===== config.mk =====
export PLATFORM = sky130hd
export DESIGN_NAME = sb_dbus
export DESIGN_NICKNAME = d
export VERILOG_FILES = /design/src/rtl/sb_dbus.sv
export SDC_FILE = /design/constraint.sdc
export NUM_CORES = 1
export LEC_CHECK = 0
export ABC_AREA = 1
export ABC_CLOCK_PERIOD_IN_PS = 2200
export CORE_ASPECT_RATIO = 1.75
export CORE_MARGIN = 1.5
export CORE_UTILIZATION = 50
export DETAILED_ROUTE_END_ITERATION = 10
export DONT_BUFFER_PORTS = 1
export PLACE_DENSITY_LB_ADDON = 0.25
export SKIP_LAST_GASP = 1
export SYNTH_ARGS = -nofsm -noshare
export SYNTH_HDL_FRONTEND = slang
export SYNTH_SLANG_ARGS = --single-unit

===== constraint.sdc =====
create_clock -name clk -period 2.2 [get_ports clk]
set_clock_uncertainty 0.2 [all_clocks]
set_input_delay 0.33 -clock clk [delete_from_list [all_inputs] [get_ports clk]]
set_output_delay 0.33 -clock clk [all_outputs]
set_load 0.005 [all_outputs]

===== src/rtl/sb_dbus.sv =====
// sb_dbus: data-side bus bridge between execute and the req/gnt/rvalid data bus.
// Ports: clk, rst (async active-low); execute request mem_re_i/mem_we_i/addr_i/
//   byte_mask_i/un_sign_i/wdata_i; core side stall_o/rdata_o/done_o/err_o;
//   bus side bus_req_o/bus_we_o/bus_addr_o/bus_be_o/bus_wdata_o,
//   bus_gnt_i/bus_rvalid_i/bus_rdata_i.
// Define SB_ALIGN_CHK_EN to fault misaligned half/word accesses without a bus cycle.
module sb_dbus #(
  parameter int TIMEOUT_CYC = 16,
  parameter int CNT_W       = 5
) (
  input  logic        clk,
  input  logic        rst,
  input  logic        mem_re_i,
  input  logic        mem_we_i,
  input  logic [31:0] addr_i,
  input  logic [3:0]  byte_mask_i,
  input  logic        un_sign_i,
  input  logic [31:0] wdata_i,
  output logic        stall_o,
  output logic [31:0] rdata_o,
  output logic        done_o,
  output logic        err_o,
  output logic        bus_req_o,
  output logic        bus_we_o,
  output logic [31:0] bus_addr_o,
  output logic [3:0]  bus_be_o,
  output logic [31:0] bus_wdata_o,
  input  logic        bus_gnt_i,
  input  logic        bus_rvalid_i,
  input  logic [31:0] bus_rdata_i
);

  typedef enum logic [1:0] {
    IDLE,
    REQ,
    WAIT_R,
    DONE
  } state_t;

  state_t           state;
  logic [CNT_W-1:0] cnt;
  logic             ld_q;
  logic             un_q;
  logic [1:0]       off_q;
  logic [3:0]       mask_q;

  logic        acc;
  logic [3:0]  be_n;
  logic [31:0] wd_n;
  logic [31:0] sh;
  logic [31:0] ld_data;
  logic        tmo;

  assign acc  = mem_re_i | mem_we_i;
  // Lanes shifted past byte 3 fall off the 4-bit result.
  assign be_n = byte_mask_i << addr_i[1:0];
  assign wd_n = wdata_i << {addr_i[1:0], 3'b000};
  assign tmo  = (cnt == CNT_W'(TIMEOUT_CYC - 1));

`ifdef SB_ALIGN_CHK_EN
  logic mis;
  assign mis = ((byte_mask_i == 4'b0011) & addr_i[0])
             | ((byte_mask_i == 4'b1111) & (|addr_i[1:0]));
`endif

  assign stall_o = ((state == IDLE) & acc)
                 | (state == REQ)
                 | (state == WAIT_R);

  // Word masks also carry bit 1, so test the widest size first.
  always_comb begin
    sh      = bus_rdata_i >> {off_q, 3'b000};
    ld_data = sh;
    if (mask_q[3])
      ld_data = sh;
    else if (mask_q[1])
      ld_data = {{16{~un_q & sh[15]}}, sh[15:0]};
    else
      ld_data = {{24{~un_q & sh[7]}}, sh[7:0]};
  end

  always_ff @(posedge clk or negedge rst) begin
    if (!rst) begin
      state       <= IDLE;
      cnt         <= '0;
      ld_q        <= 1'b0;
      un_q        <= 1'b0;
      off_q       <= 2'b00;
      mask_q      <= 4'b0000;
      rdata_o     <= '0;
      done_o      <= 1'b0;
      err_o       <= 1'b0;
      bus_req_o   <= 1'b0;
      bus_we_o    <= 1'b0;
      bus_addr_o  <= '0;
      bus_be_o    <= 4'b0000;
      bus_wdata_o <= '0;
    end else begin
      done_o <= 1'b0;
      err_o  <= 1'b0;
      unique case (state)
        IDLE: begin
          if (acc) begin
            // A simultaneous re/we is a load.
            ld_q        <= mem_re_i;
            un_q        <= un_sign_i;
            off_q       <= addr_i[1:0];
            mask_q      <= byte_mask_i;
            bus_we_o    <= mem_we_i & ~mem_re_i;
            bus_addr_o  <= {addr_i[31:2], 2'b00};
            bus_be_o    <= be_n;
            bus_wdata_o <= wd_n;
            cnt         <= '0;
`ifdef SB_ALIGN_CHK_EN
            if (mis) begin
              state  <= DONE;
              done_o <= 1'b1;
              err_o  <= 1'b1;
              if (mem_re_i)
                rdata_o <= '0;
            end else begin
              state     <= REQ;
              bus_req_o <= 1'b1;
            end
`else
            state     <= REQ;
            bus_req_o <= 1'b1;
`endif
          end
        end
        REQ: begin
          cnt <= cnt + 1'b1;
          if (bus_gnt_i) begin
            bus_req_o <= 1'b0;
            cnt       <= '0;
            if (!ld_q) begin
              state  <= DONE;
              done_o <= 1'b1;
            end else if (bus_rvalid_i) begin
              rdata_o <= ld_data;
              state   <= DONE;
              done_o  <= 1'b1;
            end else begin
              state <= WAIT_R;
            end
          end else if (tmo) begin
            bus_req_o <= 1'b0;
            state     <= DONE;
            done_o    <= 1'b1;
            err_o     <= 1'b1;
            if (ld_q)
              rdata_o <= '0;
          end
        end
        WAIT_R: begin
          cnt <= cnt + 1'b1;
          if (bus_rvalid_i) begin
            rdata_o <= ld_data;
            state   <= DONE;
            done_o  <= 1'b1;
          end else if (tmo) begin
            rdata_o <= '0;
            state   <= DONE;
            done_o  <= 1'b1;
            err_o   <= 1'b1;
          end
        end
        DONE: begin
          state <= IDLE;
        end
        default: state <= IDLE;
      endcase
    end
  end

endmodule


==> metrics <==
status=finished, violations left; violated checks=negative hold slack; post-route cell area=7200 µm²; Synth cell types=35; r2r setup slk=0.18 ns; dpl cell area=5860 µm²; pre-CTS WS=0.102 ns; met1 wire length=5810 µm; Leak=3.70 nW; cell area after synthesis=5800 µm²; die width=84.4 µm; DRC Markers=0; Row Count=51; IO Port Bufs=0; total iterations of the first detailed-routing run=6; max frequency=481 MHz; Reg2Reg Launch Point=cnt[0]$_DFFE_PN0P_; Setup TNS=0 ns; Reg area=2880 µm²; Post-Route WL=16,300 µm; max_cap viols=0; Final ANT Viol Nets=0; core area=11,200 µm²; post-DR wirelength/cell=17.3 µm; crit path from=state[1]$_DFFE_PN0P_; WHS=-0.590 ns; minimum clock period=2.08 ns; Antenna diodes=0; Syn Area/Cell=7.94 µm²; Final Hold Fails=115; fin crit share=0.945; vias in the first global route=5,323; via count=5,247; TritonCTS Buffers=17; Power, Total=10.2 mW; # hold bufs at CTS=70; Filler Cells Inserted=916; Crit path required time=1.67 ns; CTS tree=built; nets=912; chip height=146 µm; RD Place Congestion=0.872; H-tree depth=4; Iter 0 DRT Violations=245; sequential-to-total area share from yosys stat=0.496; CTS root buf=clkbuf_16; fin. max-slew vios=0; Clk Latency, worst-skew pair=0.41 ns; Reg clk slew, reported paths=0.06 ns; Final Util=0.641; Setup WS post-layout=0.120 ns; Syn. warnings=0; uppermost layer routed=met4; first-pass GRT wire length=26,000 µm; Yosys reg bits=115; Layout area overhead=24.0%; met3 WL post-DR=1100 µm; # IOs=212; Max-slew headroom=0.325; grt ovf=0; pwr dens=1410 nW/µm²; Via density=5.56; Worst Setup Start Kind=register; antenna violations before repair=0; Syn Inst Count=731; unrepaired setup endpoints after global routing=yes; CTS Sinks=115; Crit. End Element=primary output; metal2 WL=8690 µm; footprint of the multi-input gates=2550 µm²; r2r worst-path depth=11; largest net degree at the start of global routing=116; Hold Path Class=in -> async; share of cells above drive strength 1=0.120; maximum vdd drop=1.15 mV; maximum fanout along the worst path=21; initial cell density of the core=0.517; critical setup path kind=reg -> out; Least-Margin Pin Slew=1.01 ns; worst path arrival time=1.55 ns; final setup fails=0; Total GRT Usage=0.267; die area=12,300 µm²; post-DP HPWL=10,700 µm; Bufs on Longest Clock Path=2
final timing paths:
path	endpoint
max in group asynchronous	rdata_o[13]$_DFFE_PN0P_
min reg2reg	bus_addr_o[22]$_DFFE_PN0P_
max	stall_o
min in group clk	bus_wdata_o[9]$_DFFE_PN0P_
max reg2reg	rdata_o[18]$_DFFE_PN0P_
min	state[0]$_DFFE_PN0P_
cells by family (layout without fill, tap and decap cells):
family	count (synthesis)	in the layout	share of synthesized area
other	1	2	0.000646
DFF	115	115	0.496
and+or+nand+nor	400	400	0.286
AOI/OAI and AO/OA	105	105	0.104
adders and majority gates	7	7	0.0151
buffers and inverters	86	165	0.0688
muxes	17	17	0.0293
where the power goes:
part | internal (mW) | total [mW] | switching [mW]
clock network | 1.66 | 2.64 | 0.986
registers | 3.01 | 3.81 | 0.804
logic | 1.37 | 3.72 | 2.35
per-layer routing:
layer	global-route usage	vias to the layer above
li1	-	2469
met1	0.276	2458
met2	0.484	263
met3	0.0601	57
met4	0.152	0
met5	0	-
synth_stat cells, drive strengths merged:
| cell | count | area share |
|---|---|---|
| nand2 | 323 | 0.21 |
| dfrtp | 115 | 0.50 |
| o21ai | 63 | 0.054 |
| inv | 44 | 0.029 |
| nor2 | 39 | 0.034 |
| buf | 29 | 0.031 |
| nand3 | 26 | 0.027 |
| a21oi | 18 | 0.016 |
| mux2i | 17 | 0.029 |
| o221ai | 17 | 0.026 |
| clkbuf | 11 | 0.0071 |
| or2 | 8 | 0.0086 |
| ha | 7 | 0.015 |
| clkinv | 2 | 0.0013 |
| o22ai | 2 | 0.0022 |
| o31ai | 2 | 0.0026 |
| a21boi | 1 | 0.0013 |
| and2 | 1 | 0.0011 |
| and3 | 1 | 0.0011 |
| conb | 1 | 0.00065 |
| nand4 | 1 | 0.0011 |
| nor3 | 1 | 0.00086 |
| o21bai | 1 | 0.0013 |
| o311ai | 1 | 0.0015 |
state kept, by name, summed over array words and instances, names as in the netlist:
| name | cells |
|---|---|
| bus_addr_o | 30 |
| bus_be_o | 4 |
| bus_req_o | 1 |
| bus_wdata_o | 32 |
| bus_we_o | 1 |
| cnt | 5 |
| done_o | 1 |
| err_o | 1 |
| ld_q | 1 |
| mask_q | 2 |
| off_q | 2 |
| rdata_o | 32 |
| state | 2 |
| un_q | 1 |
per-stage QoR:
stage          std cells  hold WS (ns)
3_3_place_gp         836        -0.163
3_5_place_dp         836        -0.162
4_1_cts              938        -0.605
2_1_floorplan        732        -0.166
5_1_grt              943        -0.606
6_report             943        -0.590
critical path: stages, from the launching register on:
cell	delay [ns]
dfrtp_1	0.38
inv_2	0.08
ha_4	0.17
nand2_2	0.10
nand2_4	0.08
inv_2	0.06
buf_6	0.18
nand2_1	0.09
cell type report:
cell class,count,share of cell area
multi-input combinational,531,0.355
sequential,115,0.400
timing repair buffer,87,0.119
inverter,46,0.0243
tap,132,0.0229
clock inverter,14,0.0193
clock buffer,18,0.0596
placed cells by master (no fill, tap or decap), types with 2 or more instances in the layout:
cell type        n
inv_1           36
inv_2            7
o21ai_0         58
o21ai_1          5
nand2_2          8
mux2i_1         17
dlygate4sd3_1   70
buf_12           2
nand3_2          3
nand3_1         22
o22ai_1          2
bufinv_16        2
nor2_1          20
buf_4           14
ha_1             6
conb_1           2
clkinv_1         2
clkinv_4         2
nor2_2          18
or2_2            8
clkinvlp_4       3
nand2_1        314
dfrtp_1        115
o31ai_1          2
o221ai_1        17
clkinv_2         6
clkbuf_16       17
a21oi_1         18
timing repair:
item	4_1_cts	5_1_grt
resized for setup	7	2
pin swaps	0	2
hold endpoints to repair	189	115
endpoints found under the setup margin	1	24
setup buffers	0	5
No activity file was read; power rests on OpenSTA's default activity.
